**src/rtl/fifo_uart_pkg.sv**
```systemverilog
// Shared types and constants for the FIFO-fed UART transmitter.
// FIFO_UART_TX_PARITY_EN adds an even-parity bit after the data bits.
package fifo_uart_pkg;

    localparam int unsigned CLKS_PER_BIT_DEF = 16;
    localparam int unsigned DATA_W           = 8;
    localparam int unsigned CNT_W            = 16;
    localparam int unsigned BIT_IDX_W        = 3;

    localparam logic LINE_IDLE  = 1'b1;
    localparam logic LINE_START = 1'b0;
    localparam logic LINE_STOP  = 1'b1;

    typedef enum logic [2:0] {
        ST_IDLE   = 3'd0,
        ST_POP    = 3'd1,
        ST_LOAD   = 3'd2,
        ST_START  = 3'd3,
        ST_DATA   = 3'd4,
`ifdef FIFO_UART_TX_PARITY_EN
        ST_PARITY = 3'd5,
`endif
        ST_STOP   = 3'd6
    } state_t;

`ifdef FIFO_UART_TX_PARITY_EN
    function automatic logic even_parity(input logic [DATA_W-1:0] d);
        return ^d;
    endfunction
`endif

endpackage

```
**src/rtl/baud_tick_gen.sv**
```systemverilog
// Bit timer: counts 0..CLKS_PER_BIT-1, flags the terminal count, restarts on clr.
module baud_tick_gen
    import fifo_uart_pkg::*;
#(
    parameter int unsigned CLKS_PER_BIT = CLKS_PER_BIT_DEF
) (
    input  logic             clk,
    input  logic             rst,
    input  logic             clr,
    output logic [CNT_W-1:0] cnt,
    output logic             tick_c
);

    localparam logic [CNT_W-1:0] TC = CNT_W'(CLKS_PER_BIT - 1);

    assign tick_c = (cnt == TC);

    always_ff @(posedge clk or negedge rst) begin
        if (!rst) begin
            cnt <= '0;
        end else if (clr || tick_c) begin
            cnt <= '0;
        end else begin
            cnt <= cnt + CNT_W'(1);
        end
    end

endmodule

```
**src/rtl/fifo_uart_tx.sv**
```systemverilog
// UART transmitter that pops bytes from a registered-output FIFO and serialises them 8N1.
// Define FIFO_UART_TX_PARITY_EN to insert an even-parity bit between data and stop.
module fifo_uart_tx
    import fifo_uart_pkg::*;
#(
    parameter int unsigned CLKS_PER_BIT = CLKS_PER_BIT_DEF,
    parameter int unsigned DATA_W       = fifo_uart_pkg::DATA_W
) (
    input  logic              clk,
    input  logic              rst,
    input  logic              buf_empty,
    input  logic [DATA_W-1:0] buf_out,
    output logic              rd_en,
    output logic              tx,
    output logic              tx_busy,
    output logic              tx_done
);

    localparam logic [BIT_IDX_W-1:0] LAST_BIT  = BIT_IDX_W'(DATA_W - 1);
    localparam logic [CNT_W-1:0]     DONE_PRE  = CNT_W'(CLKS_PER_BIT - 2);

    state_t                 state_q, state_d;
    logic [DATA_W-1:0]      sh_q, sh_d;
    logic [BIT_IDX_W-1:0]   bit_q, bit_d;
    logic                   clr_c;
    logic                   tick_c;
    logic [CNT_W-1:0]       cnt;
    logic                   tx_d, rd_en_d, busy_d, done_d;
`ifdef FIFO_UART_TX_PARITY_EN
    logic                   par_q, par_d;
`endif

    baud_tick_gen #(
        .CLKS_PER_BIT (CLKS_PER_BIT)
    ) u_baud (
        .clk    (clk),
        .rst    (rst),
        .clr    (clr_c),
        .cnt    (cnt),
        .tick_c (tick_c)
    );

    // Next state, shift register and bit-timer clear
    always_comb begin
        state_d = state_q;
        sh_d    = sh_q;
        bit_d   = bit_q;
        clr_c   = 1'b0;
`ifdef FIFO_UART_TX_PARITY_EN
        par_d   = par_q;
`endif
        case (state_q)
            ST_IDLE: begin
                clr_c = 1'b1;
                if (!buf_empty) begin
                    state_d = ST_POP;
                end
            end
            ST_POP: begin
                clr_c   = 1'b1;
                state_d = ST_LOAD;
            end
            ST_LOAD: begin
                clr_c   = 1'b1;
                sh_d    = buf_out;
                bit_d   = '0;
`ifdef FIFO_UART_TX_PARITY_EN
                par_d   = even_parity(buf_out);
`endif
                state_d = ST_START;
            end
            ST_START: begin
                if (tick_c) begin
                    clr_c   = 1'b1;
                    state_d = ST_DATA;
                end
            end
            ST_DATA: begin
                if (tick_c) begin
                    clr_c = 1'b1;
                    sh_d  = sh_q >> 1;
                    if (bit_q == LAST_BIT) begin
`ifdef FIFO_UART_TX_PARITY_EN
                        state_d = ST_PARITY;
`else
                        state_d = ST_STOP;
`endif
                    end else begin
                        bit_d = bit_q + BIT_IDX_W'(1);
                    end
                end
            end
`ifdef FIFO_UART_TX_PARITY_EN
            ST_PARITY: begin
                if (tick_c) begin
                    clr_c   = 1'b1;
                    state_d = ST_STOP;
                end
            end
`endif
            ST_STOP: begin
                if (tick_c) begin
                    clr_c   = 1'b1;
                    state_d = buf_empty ? ST_IDLE : ST_POP;
                end
            end
            default: begin
                clr_c   = 1'b1;
                state_d = ST_IDLE;
            end
        endcase
    end

    // Output values for the cycle following this edge, derived from the next state
    always_comb begin
        tx_d    = LINE_IDLE;
        rd_en_d = (state_d == ST_POP);
        busy_d  = (state_d != ST_IDLE);
        // tx_done lands on the cycle where the counter reaches its terminal value in STOP
        done_d  = (state_q == ST_STOP) && (cnt == DONE_PRE);
        case (state_d)
            ST_START:  tx_d = LINE_START;
            ST_DATA:   tx_d = sh_d[0];
`ifdef FIFO_UART_TX_PARITY_EN
            ST_PARITY: tx_d = par_d;
`endif
            ST_STOP:   tx_d = LINE_STOP;
            default:   tx_d = LINE_IDLE;
        endcase
    end

    always_ff @(posedge clk or negedge rst) begin
        if (!rst) begin
            state_q <= ST_IDLE;
            sh_q    <= '0;
            bit_q   <= '0;
            rd_en   <= 1'b0;
            tx      <= LINE_IDLE;
            tx_busy <= 1'b0;
            tx_done <= 1'b0;
`ifdef FIFO_UART_TX_PARITY_EN
            par_q   <= 1'b0;
`endif
        end else begin
            state_q <= state_d;
            sh_q    <= sh_d;
            bit_q   <= bit_d;
            rd_en   <= rd_en_d;
            tx      <= tx_d;
            tx_busy <= busy_d;
            tx_done <= done_d;
`ifdef FIFO_UART_TX_PARITY_EN
            par_q   <= par_d;
`endif
        end
    end

endmodule

```
**config.mk**
```make
export PLATFORM = sky130hd
export DESIGN_NAME = fifo_uart_tx
export DESIGN_NICKNAME = d
export VERILOG_FILES = /design/src/rtl/fifo_uart_pkg.sv /design/src/rtl/baud_tick_gen.sv /design/src/rtl/fifo_uart_tx.sv
export SDC_FILE = /design/constraint.sdc
export NUM_CORES = 1
export LEC_CHECK = 0
export ABC_AREA = 1
export ABC_CLOCK_PERIOD_IN_PS = 2100
export BUFFER_PORTS_ARGS = -buffer_cell sky130_fd_sc_hd__clkbuf_2
export CAP_MARGIN = 0
export CORE_UTILIZATION = 58
export CTS_CLUSTER_SIZE = 25
export DETAILED_ROUTE_END_ITERATION = 8
export MAX_ROUTING_LAYER = met4
export PLACE_DENSITY = 0.86
export SLEW_MARGIN = 20
export SYNTH_ARGS = -nofsm -noshare
export SYNTH_HDL_FRONTEND = slang
export SYNTH_SLANG_ARGS = --single-unit
```
**constraint.sdc**
```tcl
create_clock -name clk -period 2.1 [get_ports clk]
set_input_delay 0.21 -clock clk [delete_from_list [all_inputs] [get_ports clk]]
set_output_delay 0.21 -clock clk [all_outputs]
set_load 0.05 [all_outputs]
```
Word-level counts from Yosys, hierarchy flattened
Cells that the tools add are included.
- register bits: 34
- output and inout port bits: 4
- bits of input ports: 11
- eq/ne operators: 13
- $add $sub $neg: 2
- mux-type cells: 16
- reduce and logical (&&, ||, !) cells: 8
- operators by type and width (operator ; count):
    $eq 16x4->1 const B ; 2
    $mux 3 ; 7
    $pmux 3 s6 ; 1
    $add 16x1->16 const B ; 1
    $mux 16 ; 1
    $pmux 8 s2 ; 1
    $eq 3x3->1 const B ; 4
    $eq 3x2->1 const B ; 3
    $mux 8 ; 1
    $eq 3x1->1 const B ; 2
    $pmux 3 s2 ; 1
    $add 3x1->3 const B ; 1
    $logic_not 3->1 ; 1
    $mux 1 ; 3
    $reduce_and 3->1 ; 1
    $reduce_bool 3->1 ; 1
    $reduce_or 3->1 ; 1
    $ne 2x1->1 const B ; 1
    $ne 2x2->1 const B ; 1
    $pmux 1 s2 ; 1
    $reduce_and 2->1 ; 1
    $reduce_bool 2->1 ; 1
    $logic_and 1x1->1 ; 1
    $logic_or 1x1->1 ; 1

Longest topological paths before layout
- depth after elaboration: 6
- mapped depth: 10

By module
From an unflattened synthesis, not the netlist that was laid out.
- cell total of the unflattened synthesis: 231
- area total of the unflattened synthesis: 1861.8 sq um
- modules (own cells, without submodules) (module ; times used ; cells an instance ; area each (sq um) ; sequential area each (sq um)):
    fifo_uart_tx ; 1 ; 113 ; 952.2 ; 451.7
    baud_tick_gen ; 1 ; 118 ; 909.6 ; 400.4

Worst setup path before layout
Ideal clock, no wire load.
- path type: register to register
- start point: register u_baud.cnt[0]
- end point: register tx_busy
- stages on the path, launching flop included: 10
- setup slack: 0.538 ns
- arrival: 1.438 ns
- clock period less this slack: 1.562 ns
- buffers on the path: 0
- setup time: 0.124 ns
- cells stage by stage: dfrtp_1 ha_1 nand3_4 nor2_8 nand2_4 nand2_2 nand2_2 nor2_2 nand3_1 or2_1
- word-level cells in the longest chain between the ends: 4
- elaborated cells between the ends (all ways): 6
- those cells by class: eq/ne: 1; mux: 4; reduce/logical: 1
- ends and longest elaborated chain (item ; RTL line ; text):
    start, declared ; baud_tick_gen.sv:10 ; output logic [CNT_W-1:0] cnt,
    start signal, assigned ; baud_tick_gen.sv:24 ; cnt <= cnt + CNT_W'(1);
    $eq 16x4->1 * ; baud_tick_gen.sv:16 ; assign tick_c = (cnt == TC);
    $mux 3, on equally long branches ; fifo_uart_tx.sv:102, fifo_uart_tx.sv:73, fifo_uart_tx.sv:79 ;
    $pmux 3 s6 * ; fifo_uart_tx.sv:52 ; case (state_q)
    $reduce_bool 3->1 * ; fifo_uart_tx.sv:118 ; busy_d = (state_d != ST_IDLE);
    net busy_d ; fifo_uart_tx.sv:28 ; logic tx_d, rd_en_d, busy_d, done_d;
    end signal, assigned ; fifo_uart_tx.sv:150 ; tx_busy <= busy_d;
    end, declared ; fifo_uart_tx.sv:15 ; output logic tx_busy,
The timed path passes the listed nets; every way through them passes the cells marked *.
A chain may end at the register's enable or synchronous reset.

Worst setup path in the final report
- start point: register u_baud.cnt[0]
- end point: register u_baud.cnt[12]
- word-level cells in the longest chain between the ends: 5
- elaborated cells between the ends (all ways): 6
- those cells by class: add/sub: 1; eq/ne: 1; mux: 3; reduce/logical: 1
- ends and longest elaborated chain (item ; RTL line ; text):
    parallel branches: the longest is 4 deep, another holds $add 16x1->16 ; - ;
    $mux 16 * ; baud_tick_gen.sv:21 ; end else if (clr || tick_c) begin
Every way passes the cells marked *.

==> impl_metrics.env <==
export IMPL_setup_viol=0
export IMPL_h_tree_depth=2
export IMPL_vias=1370
export IMPL_io_buffers=14
export IMPL_cts_buffers=5
export IMPL_core_area_mm2=0.00283
export IMPL_r2r_start="u_baud.cnt[0]"
export IMPL_area_growth_synth_to_final_pct=10.8
export IMPL_critPathRequiredTime_ns=2.32
export IMPL_final_antenna_net_count=0
export IMPL_yosysWarnings=0
export IMPL_grt_usage=0.234
export IMPL_synth_seq_cells=34
export IMPL_ys_seq_area_frac=0.478
export IMPL_fmax_ghz=0.562
export IMPL_post_dp_hpwl_um=2330
export IMPL_clk_path_buf_depth=2
export IMPL_hold_ws_ns=0.0738
export IMPL_fillCellCount=232
export IMPL_power_density_mw_per_mm2=581
export IMPL_avgSynthCellArea_um2=8.88
export IMPL_crit_path_end="u_baud.cnt[12]"
export IMPL_hold_viol_final=0
export IMPL_place_gp_congestion=0.862
export IMPL_netlist_area_mm2=0.00178
export IMPL_root_buffer="clkbuf_4"
export IMPL_place_inst=245
export IMPL_rows=19
export IMPL_leakage_nw=1.00
export IMPL_drv_cap=0
export IMPL_synth_distinct_cells=34
export IMPL_cts_tree="yes"
export IMPL_syn_nets=216
export IMPL_worstSetupStartpoint="u_baud.cnt[0]"
export IMPL_fp_dieH_um=57.5
export IMPL_start_kind="register"
export IMPL_gr_total_overflow=0
export IMPL_first_pass_iters=8
export IMPL_crit_path_end_kind="register"
export IMPL_io_pins=15
export IMPL_crit_type="register to register"
export IMPL_layout_drive_gt1_share=0.242
export IMPL_placed_cell_area_mm2=0.00189
export IMPL_post_route_drc_count=5
export IMPL_cpPeakStageDelay_ns=0.42
export IMPL_finish_instance_area_mm2=0.00198
export IMPL_num_nets_final=237
export IMPL_cts_sinks=34
export IMPL_cp_cell_sequence="ha_1 > nand3_4 > nor2_4 > nand2_2 > nor3_4 > nand3_2 > xor2_1 > nor2_2"
export IMPL_floorplan_initialDensity=0.631
export IMPL_cp_arrival_ns=2.00
export IMPL_period_share=0.847
export IMPL_clk_pin_slew_ns=0.10
export IMPL_die_w_um=57.5
export IMPL_avgViaCountPerCell=5.39
export IMPL_diodes=0
export IMPL_total_power_w=0.00115
export IMPL_fin_cells=254
export IMPL_grt_max_degree=35
export IMPL_die_area_mm2=0.00330
export IMPL_grt_pass1_wl_um=5540
export IMPL_worst_path_max_delay_cell="dfrtp_1"
export IMPL_finClkSkew_ns=0.00741
export IMPL_reg2reg_slack_ns=0.32
export IMPL_mostFrequentLayoutCell="nand2_1"
export IMPL_antenna_found_initial=0
export IMPL_violations="design-rule violations"
export IMPL_setup_tns_ns=0
export IMPL_clk_latency_ns=0.34
export IMPL_worstReg2RegEnd="u_baud.cnt[12]"
export IMPL_outcome="complete, but fails checks"
export IMPL_crit_path_max_fanout=5
export IMPL_hp_class="primary input to register"
export IMPL_totalWireLength_um=3250
export IMPL_wl_per_cell_um=12.8
export IMPL_synthCells=201
export IMPL_grt_setup_unrepaired="false"
export IMPL_first_iter_violations=87
export IMPL_vdd_drop_max_uv=444
export IMPL_relSlewSlack=0.466
export IMPL_grt_pass1_vias=1297
export IMPL_hp_start="buf_out[7]"
export IMPL_slew_viol_final=0
export IMPL_max_slew_worst_pin_slew_ns=0.802
export IMPL_r2r_cells=8
export IMPL_final_cell_mix="nand2_1, dfrtp_1, nor2_1"
export IMPL_period_minus_slack_ns=1.78
[worst min path at each step]
stage | end | slack (ns) | cells past startpoint
after floorplan | bit_q[0] | -0.09 | 0
after global placement | state_q[2] | 0.33 | 1
after detailed placement | tx_busy | 0.34 | 1
after CTS | sh_q[7] | 0.05 | 3
after global routing | sh_q[7] | 0.09 | 3
final | sh_q[7] | 0.07 | 3
[final cells by class]
cell class                 instances  area, um^2  area share
clock buffer                       8        78.8      0.0399
tap                               31        38.8      0.0196
inverter                          27         101      0.0513
timing repair buffer              15        80.1      0.0405
sequential                        34         852       0.431
multi-input combinational        139         826       0.418
[Yosys cell counts]
master	count	area, um^2
a21oi_1	8	40.0
a21oi_2	1	8.76
a22oi_1	3	22.5
a31oi_1	1	6.26
and3_1	1	6.26
buf_2	1	5.00
dfrtp_1	33	826
dfstp_2	1	26.3
ha_1	4	50.1
inv_1	21	78.8
inv_2	6	22.5
nand2_1	37	139
nand2_2	4	25.0
nand2_4	1	11.3
nand3_1	12	60.1
nand3_2	3	30.0
nand3_4	1	17.5
nand3b_1	2	15.0
nand4_1	1	6.26
nor2_1	23	86.3
nor2_2	4	25.0
nor2_4	1	11.3
nor2_8	2	40.0
nor3_1	4	20.0
nor3_2	5	50.1
nor3_4	2	32.5
nor4_1	1	6.26
o211ai_1	1	7.51
o21ai_0	5	25.0
o21ai_1	5	25.0
o21ai_2	1	8.76
or2_1	1	6.26
xnor2_1	2	17.5
xor2_1	3	26.3
[metal layers]
| metal | track usage | routed length (um) |
|---|---|---|
| met1 | 0.272 | 1470 |
| met2 | 0.372 | 1540 |
| met3 | 0.0680 | 138 |
| met4 | 0.111 | 107 |
| met5 | - | 0 |
[flip-flops by register name, indices dropped and copies added, names as in the netlist]
name and flops:
tx_busy 1, u_baud.cnt 16, rd_en 1, tx 1
state_q 3, sh_q 8, bit_q 3, tx_done 1
[worst max-delay path: cells and delay by family (launching register included)]
kind / cells / cell delay (ns)
adder cells (fa/ha/maj): 1 / 0.27
flip-flops: 1 / 0.42
XOR/XNOR: 1 / 0.17
AND/OR/NAND/NOR: 6 / 0.80
[report_power, final]
part / total [W] / switching (W) / leakage (nW) / internal, W
sequential: 0.000666 / 0.00000338 / 0.422 / 0.000663
clock: 0.000447 / 0.000219 / 0.0446 / 0.000229
combinational: 0.0000356 / 0.0000230 / 0.535 / 0.0000127
[stage by stage]
stage / util / setup slack (ns)
after CTS: 0.699 / 0.325
after floorplan: - / 0.538
after detailed placement: 0.667 / 0.378
final: 0.699 / 0.321
after global routing: 0.699 / 0.190
after global placement: 0.667 / 0.478
[logic make-up after synthesis]
kind of cell	count (synthesis)	share of synthesized area
and+or+nand+nor	105	0.330
AOI/OAI and AO/OA	25	0.0806
buffers and inverters	28	0.0596
DFF	34	0.478
xor gates and xnor gates	5	0.0245
adders and majority gates	4	0.0281
[repair_timing]
action,4_1_cts,5_1_grt
setup endpoints to repair,0,0
hold buffers,1,0
gates resized for setup,0,0
buffers inserted,0,0
endpoints found under the hold margin,33,0
(Power assumes the default switching activity.)
